`src/rtl/bsg_mem_2rw_byte_arb_ctrl.sv`:
```
// Round-robin arbiter sharing one 2rw byte-masked SRAM among reqs_p requesters.
// Grants up to two requests per cycle and zero-fills the memory after reset.

module bsg_mem_2rw_byte_arb_ctrl_resp_lane #(
  parameter int width_p = 64
) (
  input  logic               clk_i,
  input  logic               reset_n_i,
  input  logic               i_rd_a,
  input  logic               i_rd_b,
  input  logic [width_p-1:0] i_a_data,
  input  logic [width_p-1:0] i_b_data,
  output logic               o_resp_v,
  output logic [width_p-1:0] o_resp_data
);
  logic r_v, r_from_b;

  always_ff @(posedge clk_i or negedge reset_n_i) begin
    if (!reset_n_i) begin
      r_v      <= 1'b0;
      r_from_b <= 1'b0;
    end else begin
      r_v      <= i_rd_a | i_rd_b;
      r_from_b <= i_rd_b;
    end
  end

  assign o_resp_v    = r_v;
  assign o_resp_data = r_from_b ? i_b_data : i_a_data;
endmodule

module bsg_mem_2rw_byte_arb_ctrl #(
  parameter int width_p         = 64,
  parameter int els_p           = 512,
  parameter int reqs_p          = 4,
  parameter int init_on_reset_p = 1,
  localparam int addr_width_lp  = (els_p > 1) ? $clog2(els_p) : 1,
  localparam int mask_width_lp  = width_p / 8
) (
  input  logic                              clk_i,
  input  logic                              reset_n_i,
  input  logic [reqs_p-1:0]                 req_v_i,
  input  logic [reqs_p-1:0]                 req_w_i,
  input  logic [reqs_p*addr_width_lp-1:0]   req_addr_i,
  input  logic [reqs_p*width_p-1:0]         req_data_i,
  input  logic [reqs_p*mask_width_lp-1:0]   req_mask_i,
  output logic [reqs_p-1:0]                 req_yumi_o,
  output logic [reqs_p-1:0]                 resp_v_o,
  output logic [reqs_p*width_p-1:0]         resp_data_o,
  output logic                              a_v_o,
  output logic                              a_w_o,
  output logic [addr_width_lp-1:0]          a_addr_o,
  output logic [width_p-1:0]                a_data_o,
  output logic [mask_width_lp-1:0]          a_w_mask_o,
  input  logic [width_p-1:0]                a_data_i,
  output logic                              b_v_o,
  output logic                              b_w_o,
  output logic [addr_width_lp-1:0]          b_addr_o,
  output logic [width_p-1:0]                b_data_o,
  output logic [mask_width_lp-1:0]          b_w_mask_o,
  input  logic [width_p-1:0]                b_data_i,
  output logic                              init_done_o
);
  localparam int ptr_w_lp     = $clog2(reqs_p);
  localparam int init_last_lp = (els_p + 1) / 2 - 1;

  typedef enum logic {S_INIT, S_RUN} state_e;
  localparam state_e RST_STATE = (init_on_reset_p != 0) ? S_INIT : S_RUN;

  state_e                   r_state, w_state_n;
  logic [addr_width_lp-1:0] r_cnt, w_cnt_n;
  logic [ptr_w_lp-1:0]      r_ptr, w_ptr_n;

  logic [reqs_p-1:0][addr_width_lp-1:0] w_addr;
  logic [reqs_p-1:0][width_p-1:0]       w_data;
  logic [reqs_p-1:0][mask_width_lp-1:0] w_mask;
  logic [reqs_p-1:0][width_p-1:0]       w_resp_data;

  assign w_addr      = req_addr_i;
  assign w_data      = req_data_i;
  assign w_mask      = req_mask_i;
  assign resp_data_o = w_resp_data;

  function automatic logic [ptr_w_lp-1:0] rot(input logic [ptr_w_lp-1:0] p, input int off);
    int s;
    s = int'(p) + off;
    if (s >= reqs_p) s = s - reqs_p;
    return ptr_w_lp'(s);
  endfunction

  always_ff @(posedge clk_i or negedge reset_n_i) begin
    if (!reset_n_i) begin
      r_state <= RST_STATE;
      r_cnt   <= '0;
      r_ptr   <= '0;
    end else begin
      r_state <= w_state_n;
      r_cnt   <= w_cnt_n;
      r_ptr   <= w_ptr_n;
    end
  end

  always_comb begin
    w_state_n = r_state;
    w_cnt_n   = r_cnt;
    if (r_state == S_INIT) begin
      w_cnt_n = r_cnt + 1'b1;
      if (r_cnt == addr_width_lp'(init_last_lp)) w_state_n = S_RUN;
    end
  end

  assign init_done_o = (r_state == S_RUN);

  // Two-deep priority scan starting at the round-robin pointer.
  logic                w_fa, w_fb, w_ga, w_gb, w_conflict;
  logic [ptr_w_lp-1:0] w_ia, w_ib;

  always_comb begin
    w_fa = 1'b0;
    w_fb = 1'b0;
    w_ia = '0;
    w_ib = '0;
    for (int off = 0; off < reqs_p; off++) begin
      if (req_v_i[rot(r_ptr, off)]) begin
        if (!w_fa) begin
          w_fa = 1'b1;
          w_ia = rot(r_ptr, off);
        end else if (!w_fb) begin
          w_fb = 1'b1;
          w_ib = rot(r_ptr, off);
        end
      end
    end
  end

  // Same-address pair is only safe when both are reads.
  assign w_conflict = w_fa & w_fb & (w_addr[w_ia] == w_addr[w_ib])
                    & (req_w_i[w_ia] | req_w_i[w_ib]);
  assign w_ga = init_done_o & w_fa;
  assign w_gb = init_done_o & w_fb & ~w_conflict;

  logic [reqs_p-1:0] w_rd_a, w_rd_b;

  always_comb begin
    req_yumi_o = '0;
    w_rd_a     = '0;
    w_rd_b     = '0;
    w_ptr_n    = r_ptr;
    if (w_ga) begin
      req_yumi_o[w_ia] = 1'b1;
      w_rd_a[w_ia]     = ~req_w_i[w_ia];
      w_ptr_n          = rot(w_ia, 1);
    end
    if (w_gb) begin
      req_yumi_o[w_ib] = 1'b1;
      w_rd_b[w_ib]     = ~req_w_i[w_ib];
      w_ptr_n          = rot(w_ib, 1);
    end
  end

  always_comb begin
    a_v_o      = 1'b0;
    a_w_o      = 1'b0;
    a_addr_o   = '0;
    a_data_o   = '0;
    a_w_mask_o = '0;
    b_v_o      = 1'b0;
    b_w_o      = 1'b0;
    b_addr_o   = '0;
    b_data_o   = '0;
    b_w_mask_o = '0;
    if (r_state == S_INIT) begin
      a_v_o      = 1'b1;
      a_w_o      = 1'b1;
      a_addr_o   = addr_width_lp'({r_cnt, 1'b0});
      a_w_mask_o = '1;
      // Odd depth: the last sweep step has no odd-address partner.
      if ({1'b0, r_cnt, 1'b1} < (addr_width_lp + 2)'(els_p)) begin
        b_v_o      = 1'b1;
        b_w_o      = 1'b1;
        b_addr_o   = addr_width_lp'({r_cnt, 1'b1});
        b_w_mask_o = '1;
      end
    end else begin
      if (w_ga) begin
        a_v_o      = 1'b1;
        a_w_o      = req_w_i[w_ia];
        a_addr_o   = w_addr[w_ia];
        a_data_o   = w_data[w_ia];
        a_w_mask_o = req_w_i[w_ia] ? w_mask[w_ia] : '0;
      end
      if (w_gb) begin
        b_v_o      = 1'b1;
        b_w_o      = req_w_i[w_ib];
        b_addr_o   = w_addr[w_ib];
        b_data_o   = w_data[w_ib];
        b_w_mask_o = req_w_i[w_ib] ? w_mask[w_ib] : '0;
      end
    end
  end

  for (genvar g = 0; g < reqs_p; g++) begin : g_lane
    bsg_mem_2rw_byte_arb_ctrl_resp_lane #(.width_p(width_p)) u_lane (
      .clk_i       (clk_i),
      .reset_n_i   (reset_n_i),
      .i_rd_a      (w_rd_a[g]),
      .i_rd_b      (w_rd_b[g]),
      .i_a_data    (a_data_i),
      .i_b_data    (b_data_i),
      .o_resp_v    (resp_v_o[g]),
      .o_resp_data (w_resp_data[g])
    );
  end
endmodule

```
`config.mk`:
```
export PLATFORM = sky130hd
export DESIGN_NAME = bsg_mem_2rw_byte_arb_ctrl
export DESIGN_NICKNAME = d
export VERILOG_FILES = /design/src/rtl/bsg_mem_2rw_byte_arb_ctrl.sv
export SDC_FILE = /design/constraint.sdc
export NUM_CORES = 1
export LEC_CHECK = 0
export ABC_AREA = 1
export BUFFER_PORTS_ARGS = -buffer_cell sky130_fd_sc_hd__buf_2
export CAP_MARGIN = 15
export CORE_AREA = 5 5 343 345
export DETAILED_ROUTE_END_ITERATION = 12
export DIE_AREA = 0 0 348 350
export PLACE_DENSITY_LB_ADDON = 0.12
export SETUP_SLACK_MARGIN = 0.1
export SYNTH_ARGS = -nofsm -noshare
export SYNTH_HDL_FRONTEND = slang
export SYNTH_SLANG_ARGS = --single-unit
```
`constraint.sdc`:
```
create_clock -name clk_i -period 3.9 [get_ports clk_i]
set_input_delay 0.78 -clock clk_i [delete_from_list [all_inputs] [get_ports clk_i]]
set_output_delay 0.78 -clock clk_i [all_outputs]
set_load 0.01 [all_outputs]
```
[Yosys cells after proc, flatten, opt, wreduce, memory -nomap -nowiden]
Cells that the tools add are included.
Word-level totals
  register bits after elaboration: 20
  latch bits: 0
  RAM bits: 0
  memory bits (read-only): 0
  output and inout bits: 431
  logic and storage cells: 156
  memories: 0
Cells by class
  add/subtract/negate cells: 12
  $mul: 0
  div/mod/pow operators: 0
  $lt $le $gt $ge: 15
  eq/ne operators: 2
  shifts and indexed selects: 0
  multiplexer cells: 96
  bitwise logic cells: 17
  reduce and logical (&&, ||, !) cells: 3
Operators with widths (count)
  $mux 64: 10
  $bmux 64 s2: 2
  $mux 8: 9
  $mux 9: 7
  $mux 2: 23
  $bmux 9 s2: 2
  $bmux 8 s2: 2
  $mux 1: 29
  $lt 2x3->1 const B: 6
  $mux 4: 4
  $ge 3x3->1 const B: 5
  $bmux 1 s2: 6
  $sub 2x1->2 const B: 6
  $lt 10x10->1 const B: 1
  $add 2x1->3 const B: 3
  $add 9x1->9 const B: 1
  $eq 9x8->1 const B: 1
  $eq 9x9->1: 1
  $and 4x4->4: 2
  $add 2x2->3 const B: 2
  $and 1x1->1: 6
  $or 1x1->1: 5
  $demux 1 s2: 2
  $ge 2x1->1 const B: 2
  other kinds (5): 8

[Depth between registers and ports, before layout]
Gate-level depths: netlist of run 1.
  depth in word-level cells: 22
  gate-level depth with buffers: 33
  depth with buffers taken out: 31

[Hierarchy]
A second synthesis of run 1 with hierarchy kept.
Second synthesis, totals
  cell total of the unflattened synthesis: 1884
  area, all modules: 9668.0 um^2
By module, submodules not included
  bsg_mem_2rw_byte_arb_ctrl: instances 1, cells an instance 1048, area an instance 6064.6 um^2, seq. area each 300.3 um^2
  bsg_mem_2rw_byte_arb_ctrl_resp_lane: instances 4, cells an instance 209, area an instance 900.9 um^2, seq. area each 50.0 um^2

[Worst setup path after synthesis of run 1]
Ideal clock, no wire load.
  kind: input port to output port
  start point: in req_v_i[3]
  end point: out b_w_mask_o[0]
  arrival time: 3.176 ns
  data required time: 3.120 ns
  setup slack: -0.056 ns
  cell stages on the path: 27
  path buffers: 2
  path through: inv_1 > nand2_1 > nand3_1 > nand2_2 > ha_1 > inv_1 > nand2_1 > nand2_1 > nand2_1 > nand2_2 > nand2_4 > nand2_2 > buf_6 > buf_6 > o21ai_1 > nand2_1 > nand2_1 > nand3_1 > nand2_1 > inv_1 > nand2_1 > nor2_1 > nand2_2 > nand2_4 > o21ai_2 > inv_2 > a21oi_1
Between the ends
  word-level cells in the longest chain between the ends: 20
  elaborated cells on any way between the ends: 54
RTL lines
  start, declared: RTL line 42  | input logic [reqs_p-1:0] req_v_i,
  $bmux 1 s2: RTL line 124  | if (req_v_i[rot(r_ptr, off)]) begin
  $mux 1 (not written as such): RTL line 124
  $mux 1: RTL line 124
  $mux 2 / $mux 1 (equally long branches): RTL line 125  | if (!w_fa) begin
  $mux 2 / $mux 1 (equally long branches): RTL line 124
  $mux 2: RTL line 128  | end else if (!w_fb) begin
  $mux 2: RTL line 125
  $mux 2: RTL line 124
  [... 4 more ...]
  $mux 9 (not written as such): RTL line 137  | assign w_conflict = w_fa & w_fb & (w_addr[w_ia] == w_addr[w_ib])
  $eq 9x9->1: RTL line 137
  $and 1x1->1: RTL line 137
  $and 1x1->1: RTL line 138  | & (req_w_i[w_ia] | req_w_i[w_ib]);
  $not 1->1: RTL line 140  | assign w_gb = init_done_o & w_fb & ~w_conflict;
  $and 1x1->1: RTL line 140
  $mux 8 (*): RTL line 192  | if (w_gb) begin
  $mux 8 (*): RTL line 172  | if (r_state == S_INIT) begin
  end, declared: RTL line 60  | output logic [mask_width_lp-1:0] b_w_mask_o,
Every way passes the cells marked *; elsewhere a longest branch is shown, timed or not. The select of a mux whose other input is x is not followed.

[Worst setup path in the final report of run 1]
  start point: in req_v_i[3]
  end point: out b_data_o[57]
Between the ends
  word-level cells in the longest chain between the ends: 20
  elaborated cells on any way between the ends: 53
RTL lines
  $bmux 1 s2: RTL line 124
  $mux 1 (not written as such): RTL line 124
  $mux 1: RTL line 124
  $mux 2 / $mux 1 (equally long branches): RTL line 125
  $mux 2 / $mux 1 (equally long branches): RTL line 124
  $mux 2: RTL line 128
  $mux 2: RTL line 125
  $mux 2: RTL line 124
  [... 4 more ...]
  $mux 9 (not written as such): RTL line 137
  $eq 9x9->1: RTL line 137
  $and 1x1->1: RTL line 137
  $and 1x1->1: RTL line 138
  $not 1->1: RTL line 140
  $and 1x1->1: RTL line 140
  $mux 64 (*): RTL line 192
  $mux 64 (*): RTL line 172
  end, declared: RTL line 59  | output logic [width_p-1:0] b_data_o,
Marks and branches as above.

==> run metrics, run 1 <==
RSZ-0062 raised after global routing=true; final hold vios=0; Sink Count=20; worst-path maximum fanout=8; area delta synth->final=120%; DR iter-0 viols=1022; synth unique cells=38; grt ovf=0; Pins Over Slew Limit=0; via/cell ratio=4.00; initial core utilization=0.0771; Netlist Area Pre-Place=roughly 9000 µm²; MaxCap Viol Count=0; switching share of total power=0.526; final net count=3226; final worst slack=-0.631 ns; critical path arrival=roughly 3.8 ns; clock power share=0.087; number of synthesized register bits=20; Post-synth EDFFs=0; row count=between 100 and 150; peak supply drop=0.132 mV; Post-Syn Nets=~2200; Worst setup SP type=input pin; die extent in y=350 µm; slowest CP cell=ha_4; Comb power frac=0.836; leak pwr=8.95 nW; Design Power=2.71 mW; Final GP Congestion=0.868; DRT Pass-1 Iters=5; DP Worst Slack=-0.941 ns; setup_tns=-54.04 ns; Max Clk Rate=roughly 220 MHz; Crit path top cell by count=nand2_8; NetSw=1.42 mW; TritonCTS clock tree=built; failing checks=negative setup slack; total core area=114000 µm²; Pwr Density=140 nW/µm²; ys async rst share=1.00; worst-margin pin slew=0.822 ns; setup violators final=approximately 160; most frequent cells in the layout=850 x buf_2, 436 x nand2_1, 294 x o21ai_0, 198 x buf_4, 194 x o22ai_1; via count=17200; Cells after Synth=between 1500 and 2000; syn_area_per_cell=5.08 µm²; Area after DPL=around 17000 µm²; WP data required=3.12 ns; Clock Tree Buf Depth=2; DR WL/cell=between 20 and 25 µm; DRC=0; final setup skew=0.0137 ns; synth warn=0; CTS Hold Buffers Added=0; number of CTS-inserted buffers=3; vias in the first global route=17700; CP endpoint kind=primary output; clock-pin slew on the worst setup and hold paths=around 0.07 ns; Clock Tree Root=clkbuf_16; commonest non-fill, non-tap cell in the layout=buf_2; H-tree levels=1; largest net degree at the start of global routing=75; input/output buffers=892; GRT Total Usage=0.163; crit path kind=in -> out; Clock Latency Late Sink=0.27 ns; IO Count=893; slew margin rel.=0.446; design internal power=1.28 mW; layout cells sized above 1=0.519; final WL=107000 µm; crit path time final=4.53 ns; initial antenna violation count=63; Flop pwr share=0.077; post-DP HPWL=88900 µm; die area=122000 µm²; status=finished with violations; Die Wd=about 350 µm; fin area=19300 µm²; Hold Crit Class=in -> async; first-pass GRT wire length=144000 µm; ys flop type=dfrtp_1; Final Cycle Share=1.16; Fill cells=13500; DRT antenna net count=0; Hold Slack=around 0.49 ns; post-synthesis sequential area ratio=0.0570; Crit path largest cell delay=approximately 0.27 ns
## power by group through the flow
stage	Clock [mW]	Combinational [mW]	Sequential, mW
global placement	0	1.91	0.211
detailed placement	0	1.89	0.211
finish	0.236	2.26	0.207
CTS	0.248	2.20	0.207
global route	0.253	2.42	0.207
floorplan	0	0.769	0.211
## Yosys cell counts, types with 9 or more instances
cell / n / area [µm²]
a21oi_1: 15 / 75.1
buf_2: 9 / 45.0
buf_4: 9 / 67.6
clkbuf_1: 121 / 454
dfrtp_1: 20 / 500
inv_1: 157 / 589
nand2_1: 485 / 1820
nand2_2: 15 / 93.8
nand3_1: 44 / 220
nor2_1: 102 / 383
nor3_1: 74 / 370
nor3_2: 30 / 300
o21ai_0: 310 / 1550
o21ai_1: 9 / 45.0
o221ai_1: 31 / 272
o22ai_1: 214 / 1340
o32ai_1: 9 / 78.8
## area by class of cell
cell class	instances	area, µm²	share of cell area
Antenna cell	24	60.1	0.00312
Clock buffer	4	78.8	0.00409
Inverter	168	682	0.0354
Multi-Input combinational cell	1388	8300	0.430
Sequential cell	20	517	0.0268
Tap cell	1512	1890	0.0981
Timing Repair Buffer	1179	7750	0.402
## sequential cells by signal, summed over array words and instances (netlist names)
name and cells:
g_lane.u_lane.r_from_b 4, r_cnt 9, g_lane.u_lane.o_resp_v 4, init_done_o 1, r_ptr 2
## worst max-delay path, delay by kind of cell
kind                       cells  cell delay (ns)
AOI/OAI and AO/OA              1             0.11
buffers and inverters          8             0.94
and+or+nand+nor               19             1.61
adders and majority gates      1             0.27
## repair_timing
item	in CTS	in global routing
pin swaps	70	61
cloned	12	0
buffers inserted	67	12
endpoints found under the setup margin	174	171
gates resized for setup	269	113
## through the flow
stage / instances / utilization
2_1_floorplan: 1727 / -
3_3_place_gp: 4183 / 0.146
3_5_place_dp: 4183 / 0.146
4_1_cts: 4261 / 0.164
5_1_grt: 4282 / 0.169
6_report: 4295 / 0.169
## final timing paths
check	end	startpoint	slack, ns	depth (start not counted)
worst max-delay path	b_data_o[57]	req_v_i[3]	-0.63	29
worst min-delay path	g_lane[1].u_lane.o_resp_v$_DFF_PN0_	reset_n_i	0.49	1
worst max register to register	r_ptr[1]$_DFFE_PN0P_	r_ptr[0]$_DFFE_PN0P_	0.09	35
worst min register to register	r_cnt[0]$_DFFE_PN0N_	r_cnt[0]$_DFFE_PN0N_	0.52	1
max in group asynchronous	g_lane[2].u_lane.r_from_b$_DFF_PN0_	reset_n_i	2.97	1
min in group clk_i	r_cnt[0]$_DFFE_PN0N_	r_cnt[0]$_DFFE_PN0N_	0.52	1
## layer usage
layer / track usage / vias to the layer above / routed length (µm)
li1: - / 8098 / -
met1: 0.189 / 8105 / 42500
met2: 0.289 / 802 / 53300
met3: 0.0420 / 152 / 7360
met4: 0.0618 / 16 / 3800
met5: 0 / - / 102
## cell families (layout without fill, tap and decap cells)
family,Yosys count,after routing,synth area share
compound gates,606,606,0.400
xor+xnor,6,6,0.00599
fa+ha+maj,4,4,0.00570
buf+inv,321,1351,0.149
flops,20,20,0.0570
other cells,0,24,0
simple gates,770,772,0.382
No activity file was read; power rests on OpenSTA's default activity.
==> run 2: changes to the inputs <==
--- a/config.mk
+++ b/config.mk
@@ -13,6 +13,7 @@
 export DIE_AREA = 0 0 348 350
 export PLACE_DENSITY_LB_ADDON = 0.12
 export SETUP_SLACK_MARGIN = 0.1
+export SKIP_LAST_GASP = 1
 export SYNTH_ARGS = -nofsm -noshare
 export SYNTH_HDL_FRONTEND = slang
 export SYNTH_SLANG_ARGS = --single-unit
==> run metrics, run 2 (same netlist as run 1, synthesis figures left out) <==
status=finished with violations (unchanged); Hold Crit Class=in -> async (unchanged); Clock Tree Root=clkbuf_16 (unchanged); RSZ-0062 raised after global routing=true (unchanged); setup_tns=-54.31 ns (was -54.04 ns); slew margin rel.=0.482 (was 0.446); crit path from=req_v_i[3] (unchanged); vias in the first global route=17700 (about the same); leak pwr=8.84 nW (was 8.95 nW); initial antenna violation count=59 (was 63); via count=17100 (was 17200); most frequent cells in the layout=860 x buf_2, 445 x nand2_1, 301 x o21ai_0, 215 x buf_4, 206 x o22ai_1 (was 850 x buf_2, 436 x nand2_1, 294 x o21ai_0, 198 x buf_4, 194 x o22ai_1); crit path kind=in -> out (unchanged); Clock Latency Late Sink=0.27 ns (about the same); worst-path maximum fanout=8 (unchanged); number of CTS-inserted buffers=3 (unchanged); final setup skew=0.0152 ns (was 0.0137 ns); final WL=107000 µm (about the same); worst-margin pin slew=0.777 ns (was 0.822 ns); CP endpoint kind=primary output (unchanged); Pwr Density=140 nW/µm² (about the same); largest net degree at the start of global routing=75 (unchanged); Final Core Density=0.166 (was 0.169); R2R setup slack=0.11 ns (was 0.09 ns); row count=124 (unchanged); area delta synth->final=115% (was 120%); crit path capture=b_data_o[57] (unchanged); DR iter-0 viols=1175 (was 1022); first-pass GRT wire length=144000 µm (about the same); MaxCap Viol Count=0 (unchanged); TritonCTS clock tree=built (unchanged); Final GP Congestion=0.868 (unchanged); setup violators final=160 (was 159); DP Worst Slack=-0.941 ns (unchanged); final hold vios=0 (unchanged); Die Wd=348 µm (unchanged); CTS Hold Buffers Added=0 (unchanged); Clock Tree Buf Depth=2 (unchanged); GRT Total Usage=0.163 (about the same); IO Count=893 (unchanged); DR WL/cell=24.9 µm (about the same); fin cells=4284 (was 4295); placed insts=4183 (unchanged); crit path time final=4.53 ns (about the same); grt ovf=0 (unchanged); worst-case reg-to-reg path depth=32 (was 35); commonest non-fill, non-tap cell in the layout=buf_2 (unchanged); final net count=3224 (was 3226); failing checks=negative setup slack (unchanged); die area=122000 µm² (unchanged); RR Startpoint=r_ptr[0]$_DFFE_PN0P_ (unchanged); initial core utilization=0.0771 (unchanged); Max Clk Rate=221 MHz (about the same); via/cell ratio=4.00 (about the same); slowest CP cell=ha_4 (unchanged); Crit path largest cell delay=0.27 ns (about the same); Sink Count=20 (unchanged); DRT Pass-1 Iters=4 (was 5); R2R Path End=r_ptr[1]$_DFFE_PN0P_ (unchanged); WP data required=3.12 ns (about the same); DRC=0 (unchanged); layout cells sized above 1=0.504 (was 0.519); total core area=114000 µm² (unchanged); input/output buffers=892 (unchanged); Pins Over Slew Limit=0 (unchanged); critical path arrival=3.75 ns (about the same); DRT antenna net count=0 (unchanged); Largest register FFs=9 (unchanged); H-tree levels=1 (unchanged); clock-pin slew on the worst setup and hold paths=0.07 ns (about the same); peak supply drop=0.134 mV (was 0.132 mV); Hold Slack=0.502 ns (was 0.494 ns); Final Cycle Share=1.16 (about the same); post-DP HPWL=88900 µm (unchanged); final worst slack=-0.626 ns (was -0.631 ns); die extent in y=350 µm (unchanged); Worst setup SP type=input pin (unchanged); Largest Register=r_cnt (unchanged); Crit path top cell by count=nand2_2 (was nand2_8)
==> run 2: cell count changes in the layout (fill, tap and decap cells not counted), moves of 3 or more <==
cell,delta
buf_6,-24
buf_4,+17
o22ai_1,+12
o22ai_2,-12
buf_2,+10
diode_2,-9
nand2_1,+9
nor3_1,+9
nand2_2,-8
nor3_2,-8
o21ai_0,+7
o21ai_2,-6
buf_8,-4
nor2_1,+3
==> run 2: worst max-delay path, delay by kind of cell <==
family	cells	cell delay (ns)
buffers and inverters	9	0.93
adder cells (fa/ha/maj)	1	0.27
AND/OR/NAND/NOR	20	1.71
==> run 2: routing by layer <==
layer / up-vias / track usage / share of wire
li1: 8072 / - / -
met1: 8147 / 0.194 / 0.40
met2: 754 / 0.302 / 0.51
met3: 133 / 0.0339 / 0.061
met4: 14 / 0.0335 / 0.024
met5: - / 0 / 0.00083
==> run 2: layout make-up <==
type	count	area, µm²
clock buffer	4	78.8
fill	13500	95000
multi-input combinational	1388	8070
sequential	20	517
tap	1512	1890
timing repair buffer	1177	7580
antenna	15	37.5
inverter	168	678
==> run 2: worst min-delay path by stage <==
stage | start | to | slack [ns] | depth (start not counted)
2_1_floorplan | r_cnt[0]$_DFFE_PN0N_ | r_cnt[0]$_DFFE_PN0N_ | 0.46 | 1
3_3_place_gp | r_cnt[0]$_DFFE_PN0N_ | r_cnt[0]$_DFFE_PN0N_ | 0.51 | 1
3_5_place_dp | r_cnt[0]$_DFFE_PN0N_ | r_cnt[0]$_DFFE_PN0N_ | 0.51 | 1
4_1_cts | reset_n_i | g_lane[1].u_lane.o_resp_v$_DFF_PN0_ | 0.52 | 1
5_1_grt | r_cnt[0]$_DFFE_PN0N_ | r_cnt[0]$_DFFE_PN0N_ | 0.54 | 1
6_report | reset_n_i | g_lane[1].u_lane.o_resp_v$_DFF_PN0_ | 0.50 | 1
==> run 2: report_power, final <==
group	switching [mW]	leakage (nW)	internal (mW)
Combinational	1.29	8.56	0.901
Sequential	0	0.250	0.207
Clock	0.0946	0.0382	0.140
==> run 2: through the flow <==
step                area (µm²)  power [mW]
floorplan                 9150       0.980
global placement         16600        2.12
detailed placement       16600        2.10
CTS                      18500        2.63
global route             18800        2.82
finish                   18900        2.64
==> run 2: what timing repair did <==
item                       in CTS  in global routing
hold endpoints to repair        0                  0
setup endpoints to repair     174                171
buffers inserted               67                  9
resized for setup             221                 61
cloned                         12                  0
pin swaps                      65                 52
==> run 3: changes to the inputs <==
--- a/config.mk
+++ b/config.mk
@@ -6,12 +6,13 @@
 export NUM_CORES = 1
 export LEC_CHECK = 0
 export ABC_AREA = 1
-export BUFFER_PORTS_ARGS = -buffer_cell sky130_fd_sc_hd__buf_2
+export BUFFER_PORTS_ARGS = -buffer_cell sky130_fd_sc_hd__buf_4
 export CAP_MARGIN = 15
 export CORE_AREA = 5 5 343 345
 export DETAILED_ROUTE_END_ITERATION = 12
 export DIE_AREA = 0 0 348 350
 export PLACE_DENSITY_LB_ADDON = 0.12
+export REMOVE_ABC_BUFFERS = 1
 export SETUP_SLACK_MARGIN = 0.1
 export SKIP_LAST_GASP = 1
 export SYNTH_ARGS = -nofsm -noshare
==> run metrics, run 3 (same netlist as run 1, synthesis figures left out) <==
R2R setup slack=0.38 ns (was 0.11 ns); Hold Crit Class=in -> async (unchanged); Largest Register=r_cnt (unchanged); via/cell ratio=4.01 (was 4.00); MaxCap Viol Count=0 (unchanged); leak pwr=9.74 nW (was 8.84 nW); fin area=21900 µm² (was 18900 µm²); Crit path largest cell delay=0.23 ns (was 0.27 ns); Worst setup SP type=input pin (unchanged); final worst slack=-0.540 ns (was -0.626 ns); Pwr Density=145 nW/µm² (was 140 nW/µm²); status=finished with violations (unchanged); Clock Tree Buf Depth=2 (unchanged); final WL=115000 µm (was 107000 µm); final net count=3222 (was 3224); DRC=0 (unchanged); largest net degree at the start of global routing=85 (was 75); GRT Total Usage=0.174 (was 0.163); critical path arrival=3.66 ns (was 3.75 ns); DR iter-0 viols=1003 (was 1175); layout cells sized above 1=0.535 (was 0.504); vias in the first global route=17400 (was 17700); Clock Tree Root=clkbuf_16 (unchanged); row count=124 (unchanged); H-tree levels=1 (unchanged); Clock Latency Late Sink=0.26 ns (was 0.27 ns); CP endpoint kind=primary output (unchanged); setup violators final=160 (unchanged); crit path kind=in -> out (unchanged); commonest non-fill, non-tap cell in the layout=buf_4 (was buf_2); RSZ-0062 raised after global routing=true (unchanged); IO Count=893 (unchanged); most frequent cells in the layout=1021 x buf_4, 446 x nand2_1, 293 x o21ai_0, 176 x o22ai_1, 150 x inv_1 (was 860 x buf_2, 445 x nand2_1, 301 x o21ai_0, 215 x buf_4, 206 x o22ai_1); grt ovf=0 (unchanged); die extent in y=350 µm (unchanged); Pins Over Slew Limit=0 (unchanged); Max Clk Rate=225 MHz (was 221 MHz); Final GP Congestion=0.869 (was 0.868); Final Cycle Share=1.14 (was 1.16); peak supply drop=0.123 mV (was 0.134 mV); final hold vios=0 (unchanged); slowest CP cell=nor3_4 (was ha_4); crit path time final=4.44 ns (was 4.53 ns); Fill cells=13200 (was 13500); final setup skew=0.00512 ns (was 0.0152 ns); worst-margin pin slew=0.887 ns (was 0.777 ns); number of CTS-inserted buffers=3 (unchanged); DRT antenna net count=0 (unchanged); Die Wd=348 µm (unchanged); Largest register FFs=9 (unchanged); total core area=114000 µm² (unchanged); failing checks=negative setup slack (unchanged); first-pass GRT wire length=150000 µm (was 144000 µm); initial core utilization=0.0771 (unchanged); slew margin rel.=0.408 (was 0.482); input/output buffers=892 (unchanged); die area=122000 µm² (unchanged); area delta synth->final=149% (was 115%); clock-pin slew on the worst setup and hold paths=0.06 ns (was 0.07 ns); via count=17200 (was 17100); post-DP HPWL=95100 µm (was 88900 µm); DRT Pass-1 Iters=7 (was 4); Final Core Density=0.192 (was 0.166); Sink Count=20 (unchanged); initial antenna violation count=41 (was 59); Area after DPL=18500 µm² (was 16600 µm²); DR WL/cell=26.9 µm (was 24.9 µm); TritonCTS clock tree=built (unchanged); WP data required=3.12 ns (about the same); worst-path maximum fanout=8 (unchanged); CTS Hold Buffers Added=0 (unchanged)
[run 3: changes by cell type in the layout (fill, tap and decap cells not counted), moves of 19 or more]
cell	previous run	this run
o22ai_2	6	25
nor3_2	19	61
buf_6	53	87
nor2_1	89	68
buf_2	860	0
nor3_1	47	21
o22ai_1	206	176
buf_4	215	1021
[run 3: final cells by class]
cell class	instances	area, µm²	share of cell area
Tap cell	1512	1890	0.0864
Inverter	168	678	0.0310
Antenna cell	26	65.1	0.00297
Sequential cell	20	518	0.0237
Multi-Input combinational cell	1386	8530	0.390
Clock buffer	3	75.1	0.00343
Timing Repair Buffer	1177	10100	0.462
Clock inverter	1	30.0	0.00137
[run 3: path summary, 6_finish.rpt]
path	start	end	cells after the start
max	req_v_i[3]	b_data_o[32]	29
max in group asynchronous	reset_n_i	g_lane[1].u_lane.r_from_b$_DFF_PN0_	1
min in group clk_i	r_cnt[0]$_DFFE_PN0N_	r_cnt[0]$_DFFE_PN0N_	1
min	reset_n_i	g_lane[2].u_lane.r_from_b$_DFF_PN0_	1
max reg2reg	r_ptr[0]$_DFFE_PN0P_	r_ptr[1]$_DFFE_PN0P_	31
min reg2reg	r_cnt[0]$_DFFE_PN0N_	r_cnt[0]$_DFFE_PN0N_	1
[run 3: worst max-delay path: cells and delay by family]
family        cells  cell delay [ns]
simple gates     18             1.58
buf+inv          11             1.28
[run 3: power breakdown]
| part | internal, mW | leakage [nW] | switching (mW) |
|---|---|---|---|
| sequential | 0.207 | 0.250 | 0 |
| clock | 0.204 | 0.0513 | 0.0951 |
| combinational | 1.22 | 9.43 | 1.43 |
| total | 1.64 | 9.74 | 1.53 |
[run 3: routing by layer]
layer	part of all wire	up-vias	global-route usage
met5	0.0011	-	0
met4	0.033	20	0.0571
met3	0.085	125	0.0559
met2	0.52	842	0.323
met1	0.36	8177	0.186
li1	-	8069	-
[run 3: per-stage QoR]
stage	setup slack, ns	power, mW	cells	setup TNS [ns]	hold WS (ns)
after global routing	-0.753	3.34	4289	-96.23	0.435
after CTS	-0.611	3.01	4237	-58.89	0.425
after detailed placement	-1.10	2.35	4163	-93.73	0.492
after floorplan	-1.84	0.903	1574	-208.42	0.465
final	-0.540	3.16	4293	-66.37	0.413
after global placement	-1.12	2.38	4163	-99.19	0.505
[run 3: repair_timing]
| action | 4_1_cts | 5_1_grt |
|---|---|---|
| hold endpoints to repair | 0 | 0 |
| cloned | 12 | 2 |
| pin swaps | 43 | 109 |
| resized for setup | 221 | 264 |
| buffers inserted | 58 | 32 |
| endpoints found under the setup margin | 166 | 168 |
